==> config.mk <==
export PLATFORM = sky130hd
export DESIGN_NAME = calc_sequencer
export DESIGN_NICKNAME = d
export VERILOG_FILES = /design/src/rtl/calc_pkg.sv /design/src/rtl/seq_watchdog.sv /design/src/rtl/calc_sequencer.sv
export SDC_FILE = /design/constraint.sdc
export NUM_CORES = 1
export LEC_CHECK = 0
export BUFFER_PORTS_ARGS = -buffer_cell sky130_fd_sc_hd__buf_2
export CAP_MARGIN = 20
export CELL_PAD_IN_SITES_DETAIL_PLACEMENT = 1
export CELL_PAD_IN_SITES_GLOBAL_PLACEMENT = 1
export CORE_MARGIN = 10
export CORE_UTILIZATION = 38
export DETAILED_ROUTE_END_ITERATION = 10
export PLACE_DENSITY = 0.74
export SLEW_MARGIN = 20
export SYNTH_ARGS = -nofsm -noshare
export SYNTH_HDL_FRONTEND = slang
export SYNTH_HIERARCHICAL = 1
export SYNTH_SLANG_ARGS = --single-unit
==> constraint.sdc <==
create_clock -name clk -period 2.85 [get_ports clk]
set_clock_uncertainty 0.2 [all_clocks]
set_input_delay 0.4275 -clock clk [delete_from_list [all_inputs] [get_ports clk]]
set_output_delay 0.4275 -clock clk [all_outputs]
set_load 0.005 [all_outputs]
==> src/rtl/calc_pkg.sv <==
// Shared constants for the calculator controller: display modes, operations
// and the sequencer state encodings.
package calc_pkg;

    localparam logic [1:0] MODE_DEFAULT = 2'd0;
    localparam logic [1:0] MODE_EDIT    = 2'd1;
    localparam logic [1:0] MODE_MEMORY  = 2'd2;
    localparam logic [1:0] MODE_BUSY    = 2'd3;

    localparam logic [1:0] OP_ADD = 2'd0;
    localparam logic [1:0] OP_SUB = 2'd1;
    localparam logic [1:0] OP_MUL = 2'd2;
    localparam logic [1:0] OP_DIV = 2'd3;

    localparam logic [2:0] ST_IDLE = 3'd0;
    localparam logic [2:0] ST_EDIT = 3'd1;
    localparam logic [2:0] ST_MEM  = 3'd2;
    localparam logic [2:0] ST_EXEC = 3'd3;
    localparam logic [2:0] ST_WB   = 3'd4;

    function automatic logic [1:0] mode_of(input logic [2:0] st);
        case (st)
            ST_EDIT:        mode_of = MODE_EDIT;
            ST_MEM:         mode_of = MODE_MEMORY;
            ST_EXEC, ST_WB: mode_of = MODE_BUSY;
            default:        mode_of = MODE_DEFAULT;
        endcase
    endfunction

endpackage

==> src/rtl/seq_watchdog.sv <==
// Cycle counter that bounds how long the sequencer waits for the arithmetic unit.
// expired flags the cycle whose increment would bring the count to TIMEOUT-1.
module seq_watchdog #(
    parameter int TIMEOUT = 64,
    parameter int CW      = $clog2(TIMEOUT)
) (
    input  logic clk,
    input  logic rst,
    input  logic clear,
    input  logic enable,
    output logic expired
);

    logic [CW-1:0] count;

    always_ff @(posedge clk) begin
        if (rst) begin
            count <= '0;
        end else if (clear) begin
            count <= '0;
        end else if (enable) begin
            count <= count + 1'b1;
        end
    end

    assign expired = enable && !clear && (count == CW'(TIMEOUT - 2));

endmodule

==> src/rtl/calc_sequencer.sv <==
// Calculator controller: mode/operation state, ALU start/done handshake with
// watchdog abort, and the register-bank load strobe.
//
//  state   | meaning
//  IDLE    | default display, waiting for a blip
//  EDIT    | operand being edited, operation chosen
//  MEM     | register bank browsing
//  EXEC    | ALU running, watchdog counting
//  WB      | result valid, load strobe issued on exit
module calc_sequencer
    import calc_pkg::*;
#(
    parameter int TIMEOUT = 64,
    parameter int CW      = $clog2(TIMEOUT)
) (
    input  logic       clk,
    input  logic       rst,
    input  logic       UP,
    input  logic       DOWN,
    input  logic       LEFT,
    input  logic       RIGHT,
    input  logic       SELECT,
    input  logic       div_zero,
    input  logic       alu_done,
    input  logic       alu_overflow,
    output logic [1:0] mode,
    output logic [1:0] operation,
    output logic       alu_start,
    output logic       load,
    output logic       ovf,
    output logic       err
);

    logic [2:0] state, state_next;
    logic [1:0] op_next;
    logic       ovf_next, err_next, start_next, load_next;
    logic       wd_clear, wd_expired;

    seq_watchdog #(.TIMEOUT(TIMEOUT), .CW(CW)) u_watchdog (
        .clk     (clk),
        .rst     (rst),
        .clear   (wd_clear),
        .enable  (state == ST_EXEC),
        .expired (wd_expired)
    );

    always_comb begin
        state_next = state;
        op_next    = operation;
        ovf_next   = ovf;
        err_next   = err;
        start_next = 1'b0;
        load_next  = 1'b0;
        wd_clear   = 1'b0;
        case (state)
            ST_IDLE: begin
                // Entering an operation clears the sticky status flags.
                if (SELECT) begin
                    state_next = ST_MEM;
                end else if (RIGHT || LEFT || UP || DOWN) begin
                    state_next = ST_EDIT;
                    ovf_next   = 1'b0;
                    err_next   = 1'b0;
                    if (RIGHT)     op_next = OP_ADD;
                    else if (LEFT) op_next = OP_SUB;
                    else if (UP)   op_next = OP_MUL;
                    else           op_next = OP_DIV;
                end
            end
            ST_EDIT: begin
                if (SELECT) begin
                    if (operation == OP_DIV && div_zero) begin
                        state_next = ST_IDLE;
                        err_next   = 1'b1;
                    end else begin
                        state_next = ST_EXEC;
                        start_next = 1'b1;
                        wd_clear   = 1'b1;
                    end
                end
            end
            ST_MEM: begin
                if (SELECT) state_next = ST_IDLE;
            end
            ST_EXEC: begin
                // A done coincident with the start pulse is stale; done beats timeout.
                if (alu_done && !alu_start) begin
                    state_next = ST_WB;
                    ovf_next   = alu_overflow;
                end else if (wd_expired) begin
                    state_next = ST_IDLE;
                    err_next   = 1'b1;
                end
            end
            ST_WB: begin
                state_next = ST_IDLE;
                load_next  = 1'b1;
            end
            default: state_next = ST_IDLE;
        endcase
    end

    always_ff @(posedge clk) begin
        if (rst) begin
            state     <= ST_IDLE;
            mode      <= MODE_DEFAULT;
            operation <= OP_ADD;
            alu_start <= 1'b0;
            load      <= 1'b0;
            ovf       <= 1'b0;
            err       <= 1'b0;
        end else begin
            state     <= state_next;
            mode      <= mode_of(state_next);
            operation <= op_next;
            alu_start <= start_next;
            load      <= load_next;
            ovf       <= ovf_next;
            err       <= err_next;
        end
    end

endmodule

Word-level counts from Yosys, hierarchy flattened
Index checks and enable logic that the tools add are counted.
- bits in registers: 17
- bits in latches: 0
- bits in writable memories: 0
- bits in read-only memories: 0
- output and inout bits: 8
- logic and storage cells: 69
- memories kept: 0
- $add $sub $neg: 1
- multipliers: 0
- divide/modulo/power cells: 0
- $lt $le $gt $ge: 0
- equality and inequality tests: 17
- shift-type cells: 0
- multiplexer cells: 25
- bitwise gates (word level): 1
- reductions and logical operators: 17
- operators by type and width (operator ; count):
    $mux W3 ; 6
    $ne A2 B2 Y1 const B ; 7
    $eq A3 B2 Y1 const B ; 4
    $mux W1 ; 12
    $pmux W3 S4 ; 1
    $reduce_and A7 Y1 ; 1
    $add A6 B1 Y6 const B ; 1
    $eq A3 B1 Y1 const B ; 2
    $eq A3 B3 Y1 const B ; 2
    $eq A6 B6 Y1 const B ; 1
    $mux W2 ; 3
    $pmux W2 S3 ; 1
    $logic_and A1 B1 Y1 ; 4
    $reduce_and A4 Y1 ; 1
    $reduce_or A2 Y1 ; 2
    $logic_not A3 Y1 ; 1
    $logic_or A1 B1 Y1 ; 3
    $pmux W1 S3 ; 1
    $reduce_and A3 Y1 ; 1
    $reduce_bool A3 Y1 ; 1
    $eq A2 B2 Y1 const B ; 1
    $logic_not A1 Y1 ; 2
    $pmux W1 S2 ; 1
    $reduce_bool A2 Y1 ; 1
    $not A1 Y1 ; 1

Longest topological paths before layout
Gate-level depths: netlist of run 1.
- depth after elaboration: 14
- mapped depth: 8
- gate-level depth less buffers: 7

Modules after synthesis
The synthesis of run 1 kept the hierarchy.
- by module, submodules not included (module ; times used ; cells an instance ; area an instance (µm²) ; seq. area each (µm²)):
    calc_sequencer ; 1 ; 50 ; 494.2 ; 220.2
    seq_watchdog ; 1 ; 32 ; 289.0 ; 120.1

Worst setup path before layout of run 1
Ideal clock, no wire load.
- path type: register to register
- start point: reg state[0]
- end point: reg mode[1]
- data arrival time: 1715 ps
- path slack: 800 ps
- cell stages (with the launch flop): 9
- buffers on the path: 1
- period minus slack after synthesis: 2050 ps
- cell sequence: dfxtp_1 nor2b_2 and2_2 buf_6 nand4_2 nor3_1 and4bb_1 a211oi_1 a211oi_1
- cells in the longest elaborated chain, start to end: 11
- elaborated cells between the ends (all ways): 21
- RTL lines (element ; line ; source):
    start: declaration ; calc_sequencer.sv:34 ; logic [2:0] state, state_next;
    start signal: assignment ; calc_sequencer.sv:113 ; state <= state_next;
    $eq A3 B1 Y1 ; calc_sequencer.sv:55 ; case (state)
    $mux W1 ; - ;
    $logic_not A1 Y1 ; seq_watchdog.sv:26 ; assign expired = enable && !clear && (count == CW'(TIMEOUT - 2));
    $logic_and A1 B1 Y1 (*) (2 in a row) ; seq_watchdog.sv:26 ;
    via wd_expired ; calc_sequencer.sv:37 ; logic wd_clear, wd_expired;
    $mux W3 (*) ; calc_sequencer.sv:90 ; end else if (wd_expired) begin
    $mux W3 (*) ; calc_sequencer.sv:87 ; if (alu_done && !alu_start) begin
    $pmux W3 S4 (*) ; calc_sequencer.sv:55 ;
    $eq A3 B2 Y1 / $eq A3 B3 Y1 (equally long branches) ; calc_pkg.sv:22 ; case (st)
    $reduce_or A2 Y1 ; calc_pkg.sv:22 ;
    $pmux W2 S3 (*) ; calc_pkg.sv:22 ;
    end signal: assignment ; calc_sequencer.sv:114 ; mode <= mode_of(state_next);
    end: declaration ; calc_sequencer.sv:26 ; output logic [1:0] mode,
Mark *: on every way through the listed nets, which the timed path passes. The rest lies on a longest branch.
A chain may end at the register's enable or synchronous reset.

Final worst setup path of run 1
Same ends and word-level chain as after synthesis.

==> results of run 1 <==
[layout by cell type, fill, tap and decap left out, types with 2 or more instances in the layout]
cell	n
sky130_fd_sc_hd__a211oi_1	3
sky130_fd_sc_hd__a21oi_1	4
sky130_fd_sc_hd__buf_2	17
sky130_fd_sc_hd__clkbuf_4	3
sky130_fd_sc_hd__dfxtp_1	17
sky130_fd_sc_hd__ha_1	2
sky130_fd_sc_hd__inv_1	3
sky130_fd_sc_hd__nand2_1	4
sky130_fd_sc_hd__nand3_1	3
sky130_fd_sc_hd__nand4_1	2
sky130_fd_sc_hd__nor2_1	8
sky130_fd_sc_hd__nor2b_1	2
sky130_fd_sc_hd__nor3_1	3
sky130_fd_sc_hd__or3_1	2
sky130_fd_sc_hd__xor2_1	4
[cell usage after synthesis, drive strengths merged (2+ instances only)]
library cell	count	area, sq um
clkbuf	2	7.51
nor2	8	30.0
nor2b	3	21.3
nand3	3	15.0
ha	2	25.0
o21ai	2	10.0
nand4	3	25.0
buf	2	22.5
nor4	2	27.5
nand2	4	15.0
or3	2	12.5
dfxtp	17	340
nor3	3	15.0
a211oi	3	22.5
a21oi	5	28.8
xor2	4	35.0
inv	3	11.3
[cell type report]
cell class / count / area share (%)
Timing Repair Buffer: 17 / 9.47
Tap cell: 27 / 3.76
Inverter: 3 / 1.25
Multi-Input combinational cell: 58 / 44.7
Sequential cell: 17 / 37.9
Clock buffer: 4 / 2.92
[worst min-delay path by stage]
stage                               end  slack, ns  cells past startpoint
detailed placement         operation[1]       0.28                      2
floorplan           u_watchdog/count[5]       0.26                      2
CTS                        operation[1]       0.23                      3
finish                     operation[1]       0.25                      3
global placement                    ovf       0.25                      2
global route               operation[1]       0.25                      3
[power by group through the flow]
stage	Combinational (mW)	Clock [mW]	Sequential (mW)
finish	0.0682	0.123	0.265
global route	0.0770	0.139	0.267
CTS	0.0695	0.131	0.265
detailed placement	0.0684	0	0.270
global placement	0.0673	0	0.269
floorplan	0.0546	0	0.263
[tightest hold or removal path, delay by kind of cell]
family	cells	cell delay, ns
and+or+nand+nor	1	0.12
buffers and inverters	1	0.10
AOI/OAI and AO/OA	1	0.05
[through the flow]
stage                     util (%)  power, mW
after global routing          45.8      0.482
final                         45.8      0.456
after detailed placement      44.5      0.338
after floorplan                  -      0.318
after global placement        44.5      0.336
after CTS                     45.8      0.465
[routing by layer]
metal	global-route usage [%]	share of wire, %	vias to the layer above	routed length [microns]
met3	2.88	3.7	4	71
met1	10.2	43	312	831
met2	16.5	52	8	999
met4	4.81	1.5	0	29
met5	0	0	-	0
li1	-	-	322	-
[registers in the layout, indices dropped and copies added (netlist names)]
register          cells
u_watchdog/count      6
state                 3
mode                  2
operation             2
alu_start             1
err                   1
load                  1
ovf                   1
[kinds of logic (layout without fill, tap and decap cells)]
logic type	after synthesis	after routing	synth area share, %
buffers and inverters	7	24	5.27
muxes	2	2	2.72
DFF	17	17	43.5
AOI/OAI and AO/OA	13	13	10.7
and+or+nand+nor	36	36	29.1
xor gates and xnor gates	5	5	5.59
adders and majority gates	2	2	3.19
==> results.md, run 1 <==
- Number of DRC markers after the initial detailed-route iteration: 10
- Combined area of all synthesized cells: 783 sq um
- Path length in cells of the critical path: 7
- Yosys warnings: 6
- Die Ht: 65.4 microns
- Cell chosen for the clock root: sky130_fd_sc_hd__clkbuf_4
- Die width: 65.4 microns
- Syn Nets: 94
- Average vias per placed instance: 5.13
- Number of hold violations in the final report: 0
- Cell count after synthesis: 82
- Fin Setup TNS: 0 ns
- Number of standard cells in the layout, taps in and fillers out: 126
- Number of setup buffers added after CTS: 0
- Crit start category: register
- Final cell area excluding filler cells: 898 sq um
- Cells along the critical path: nor2b_2 -> and2_2 -> nand4_2 -> nor3_1 -> and4bb_1 -> a211oi_1 -> a211oi_1
- Grt ovf: 0
- Most numerous cell on the critical path: sky130_fd_sc_hd__a211oi_1
- Buffer depth of the longest clock path: 2
- Required time of the critical path: 2.81 ns
- Part of the cycle the worst path needs: 83.9%
- Worst hold slack across all endpoints: 0.252 ns
- Post-detailed-placement cell area: 872 sq um
- Clock slew seen by the registers of the worst setup and hold paths: 0.10 ns
- Max stage delay cell, worst path: sky130_fd_sc_hd__dfxtp_1
- Proportion of synthesized chip area in sequential cells: 43.5%
- Die footprint: 4280 sq um
- Overall routing resource usage: 9.52%
- Area overhead of the layout relative to synthesis: 14.7%
- Distinct cell type count of the synthesized netlist: 36
- Maxcap violations: 0
- Buffer and inverter count on the worst path: 0
- Peak supply drop: 0.287 mV
- Highest achievable clock rate: 418 MHz
- Gates resized, CTS repair: 0
- Starting Density: 39.9%
- Detailed Routing Iterations Pass 1: 4
- Delay-heaviest family, CP: simple AND/OR/NAND/NOR gates
- Number of fill cells: 255
- Final #Nets: 112
- CTS tree: built
- Final count of pins violating max slew: 0
- Sinks on Clock Net: 17
- Worst-Skew Late Latency: 0.28 ns
- Delay of the slowest cell on the worst path: 0.42 ns
- Post-synth top flop: sky130_fd_sc_hd__dfxtp_1
- Ant. Diodes: 0
- Setup slack after placement: 0.623 ns
- # setup viols final: 0
- Average cell area after synthesis: 9.55 sq um
- Worst setup path endpoint: mode[1]
- Hold crit path type: input port to register
- Gate power share: 15.0%
- Antenna violation net count after detailed routing: 0
- Count of input and output buffers: 17
- Worst-case reg-to-reg path depth: 7
- CP max FO: 7
- Register bit total from synthesis: 17
- Slack of the critical path: 0.460 ns
- Reg-to-reg startpoint: state[0]
- Via count of the first global-routing pass: 673
- Switching Power: 0.119 mW
- Vias post-DR: 646
- Total DRC errors in the routed layout: 0
- Worst Hold Launch: LEFT
- Row cnt: 16
- Fraction of final layout cells with drive strength greater than 1: 28.3%
- Core area: 1960 sq um
- Routed wire length: 1930 microns
- Number of enable-type register cells in the synthesized netlist: 0
- Number of hold buffers added after cts: 0
- Internal: 0.336 mW
- Wire length of the first global-routing pass: 3240 microns
- Kind of critical path: register to register
- CTS HTree Levels: 1
- Worst slew pin tran: 0.437 ns
- I/O pin count: 18
- TritonCTS Buffers: 3
- Terminus of the critical flop-to-flop path: mode[1]
- Async set-reset flop share out of synthesis: 0%
- Data arrival, critical path: 2.35 ns
- Reported leakage power: 0.372 nW
- Crit. End Element: register
- Area of combinational cells with multiple inputs: 402 sq um
- Initial antenna violation count: 0
- Max-slew headroom: 70.1%
- Flop2flop setup slack: 0.46 ns
- Start point of the critical path: state[0]
- Sequential share of power: 58.1%
- Pin count of the biggest net entering global routing: 14
- Post-detailed-placement half-perimeter wirelength: 1470 microns
- Fraction of power spent switching nets: 26.2%
- Final estimated routing congestion in global placement: 0.752
- Shortest clock period the worst path allows after layout: 2.39 ns
- Cells after DPL: 122
- Routed wire per std cell: 15.3 microns
- Setup repair after global routing missed its margin: no
- Portion of total power attributed to the clock network: 27.0%
- Power density relative to cell area: 507 nW/um^2
- Flip-flop and latch area: 340 sq um
- Run status: finished clean
No activity file was read; power rests on OpenSTA's default activity.
==> run 2, diff against run 1 <==
==> constraint.sdc (replaced) <==
create_clock -name clk -period 2.4 [get_ports clk]
set_clock_uncertainty 0.2 [all_clocks]
set_input_delay 0.36 -clock clk [delete_from_list [all_inputs] [get_ports clk]]
set_output_delay 0.36 -clock clk [all_outputs]
set_load 0.005 [all_outputs]
==> run 2 against run 1 <==
Net effect:
- clock power rose by 22%
- critical path depth did not move
- power rose by 20%
- final area rose by 1.1%
- wire length fell by 1.1%
- fmax rose by 8.3%
- sequential share of layout area fell by 0.42 points
- largest cell class unchanged
==> results.md, run 2 (synthesis results as in run 1) <==
- Die footprint: 4280 sq um (unchanged)
- Total DRC errors in the routed layout: 0 (unchanged)
- Buffer depth of the longest clock path: 2 (unchanged)
- Post-detailed-placement half-perimeter wirelength: 1450 microns (-1.3%)
- Number of DRC markers after the initial detailed-route iteration: 16 (+6)
- Worst slew pin tran: 0.455 ns (+0.0177 ns)
- Flip-flop count of the largest register, all copies and words added: 6 (unchanged)
- Reported leakage power: 0.374 nW (+0.60%)
- Biggest register: u_watchdog/count
- CTS tree: built
- Start point of the critical path: state[0]
- Final estimated routing congestion in global placement: 0.750 (-0.24%)
- Routed wire length: 1910 microns (-1.1%)
- # setup viols final: 0 (unchanged)
- Crit. End Element: register
- Final #Nets: 112 (unchanged)
- Switching Power: 0.147 mW (+23%)
- Sinks on Clock Net: 17 (unchanged)
- Final cell area excluding filler cells: 908 sq um (+1.1%)
- Reg-to-reg startpoint: state[0]
- Wire length of the first global-routing pass: 3200 microns (-1.1%)
- Setup repair after global routing missed its margin: no
- Run status: finished clean
- Row cnt: 16 (unchanged)
- Area of combinational cells with multiple inputs: 412 sq um (+2.5%)
- Antenna violation net count after detailed routing: 0 (unchanged)
- Flip-flop and latch area: 340 sq um (unchanged)
- Shortest clock period the worst path allows after layout: 2.21 ns (-0.184 ns)
- Initial antenna violation count: 0 (unchanged)
- Highest achievable clock rate: 453 MHz (+8.3%)
- Detailed Routing Iterations Pass 1: 4 (unchanged)
- Number of fill cells: 247 (-3.1%)
- Crit start category: register
- Grt ovf: 0 (unchanged)
- CTS HTree Levels: 1 (unchanged)
- Overall routing resource usage: 9.27% (-0.25 points)
- Vias post-DR: 642 (-0.62%)
- Met2 routed WL: 1020 microns (+2.3%)
- Die Ht: 65.4 microns (unchanged)
- Cell chosen for the clock root: sky130_fd_sc_hd__clkbuf_4
- Power density relative to cell area: 602 nW/um^2 (+19%)
- Internal: 0.401 mW (+19%)
- TritonCTS Buffers: 3 (unchanged)
- Maxcap violations: 0 (unchanged)
- Most frequent cells in the layout: sky130_fd_sc_hd__dfxtp_1 (17), sky130_fd_sc_hd__buf_2 (17), sky130_fd_sc_hd__nor2_1 (8)
- Number of hold buffers added after cts: 0 (unchanged)
- Worst-Skew Late Latency: 0.28 ns (about the same)
- Number of hold violations in the final report: 0 (unchanged)
- CP max FO: 7 (unchanged)
- Gates resized, CTS repair: 0 (unchanged)
- Kind of critical path: register to register
- Worst Hold Launch: LEFT
- Pin count of the biggest net entering global routing: 14 (unchanged)
- Post-detailed-placement cell area: 872 sq um (unchanged)
- Number of setup buffers added after CTS: 0 (unchanged)
- Area overhead of the layout relative to synthesis: 16.0%
- Ant. Diodes: 0 (unchanged)
- Portion of total power attributed to the clock network: 27.5% (+0.5 points)
- Hold crit path type: input port to register
- Final count of pins violating max slew: 0 (unchanged)
- Core area: 1960 sq um (unchanged)
- Fraction of final layout cells with drive strength greater than 1: 29.3% (+1.0 points)
- Required time of the critical path: 2.36 ns (-0.45 ns)
- Sequential share of power: 57.5% (-0.6 points)
- Fin Setup TNS: 0 ns (unchanged)
- Fraction of power spent switching nets: 26.8% (+0.57 points)
- Average vias per placed instance: 5.10 (-0.62%)
- Die width: 65.4 microns (unchanged)
- Starting Density: 39.9% (unchanged)
- Count of input and output buffers: 17 (unchanged)
- Top layer in use: met4
- Gate power share: 15.0% (about the same)
- Met3 wire length: 64 microns (-9.9%)
- Peak supply drop: 0.334 mV (+16%)
- Detailed-routing wirelength on met1: 814 microns (-2.0%)
- I/O pin count: 18 (unchanged)
- Clock slew seen by the registers of the worst setup and hold paths: 0.10 ns (about the same)
- Largest registers in the final layout: u_watchdog/count (6), state (3)
- Data arrival, critical path: 2.17 ns (-0.18 ns)
- Part of the cycle the worst path needs: 91.9% (+8.1 points)
- Max-slew headroom: 68.9% (-1.2 points)
- Routed wire per std cell: 15.2 microns (-1.1%)
- Via count of the first global-routing pass: 689 (+2.4%)
-- run 2: final cells by class --
class	instances	area share (%)
multi-input cells	58	45.3
flip-flops and latches	17	37.5
repair buffers	17	9.37
well taps	27	3.72
clock buffers	4	2.89
inverters	3	1.24
-- run 2: path summary, 6_finish.rpt --
kind                                endpoint  slack, ns  cells past startpoint
worst min register to register  operation[1]       0.30                      2
worst max-delay path                 mode[1]       0.19                      7
worst max register to register       mode[1]       0.19                      7
worst min-delay path            operation[1]       0.18                      3
-- run 2: critical path: stages, from the launching register on --
cell and delay [ns]:
sky130_fd_sc_hd__dfxtp_1 0.44, sky130_fd_sc_hd__nor2b_4 0.24, sky130_fd_sc_hd__and2_2 0.25, sky130_fd_sc_hd__nand4_2 0.14
sky130_fd_sc_hd__nor3_2 0.20, sky130_fd_sc_hd__and4bb_1 0.22, sky130_fd_sc_hd__a211oi_1 0.28, sky130_fd_sc_hd__a211oi_1 0.11
-- run 2: power groups by stage --
| stage | sequential [mW] | clock (mW) | combinational [mW] |
|---|---|---|---|
| 2_1_floorplan | 0.313 | 0 | 0.0649 |
| 3_3_place_gp | 0.319 | 0 | 0.0799 |
| 3_5_place_dp | 0.321 | 0 | 0.0814 |
| 4_1_cts | 0.314 | 0.157 | 0.0827 |
| 5_1_grt | 0.317 | 0.166 | 0.0933 |
| 6_report | 0.315 | 0.150 | 0.0823 |
-- run 2: metal layers --
layer	vias to the layer above	GRT usage (%)
li1	325	-
met1	309	10.2
met2	6	16.1
met3	2	2.71
met4	0	4.01
met5	-	0
-- run 2: through the flow --
stage | hold WS [ns] | util, % | setup slack (ns) | instances | power, mW
6_report | 0.175 | 46.3 | 0.194 | 126 | 0.547
3_5_place_dp | 0.283 | 44.5 | 0.154 | 122 | 0.402
5_1_grt | 0.186 | 46.3 | 0.0108 | 126 | 0.575
3_3_place_gp | 0.251 | 44.5 | 0.246 | 122 | 0.399
2_1_floorplan | 0.258 | - | 0.350 | 82 | 0.378
4_1_cts | 0.167 | 45.8 | 0.0847 | 126 | 0.554
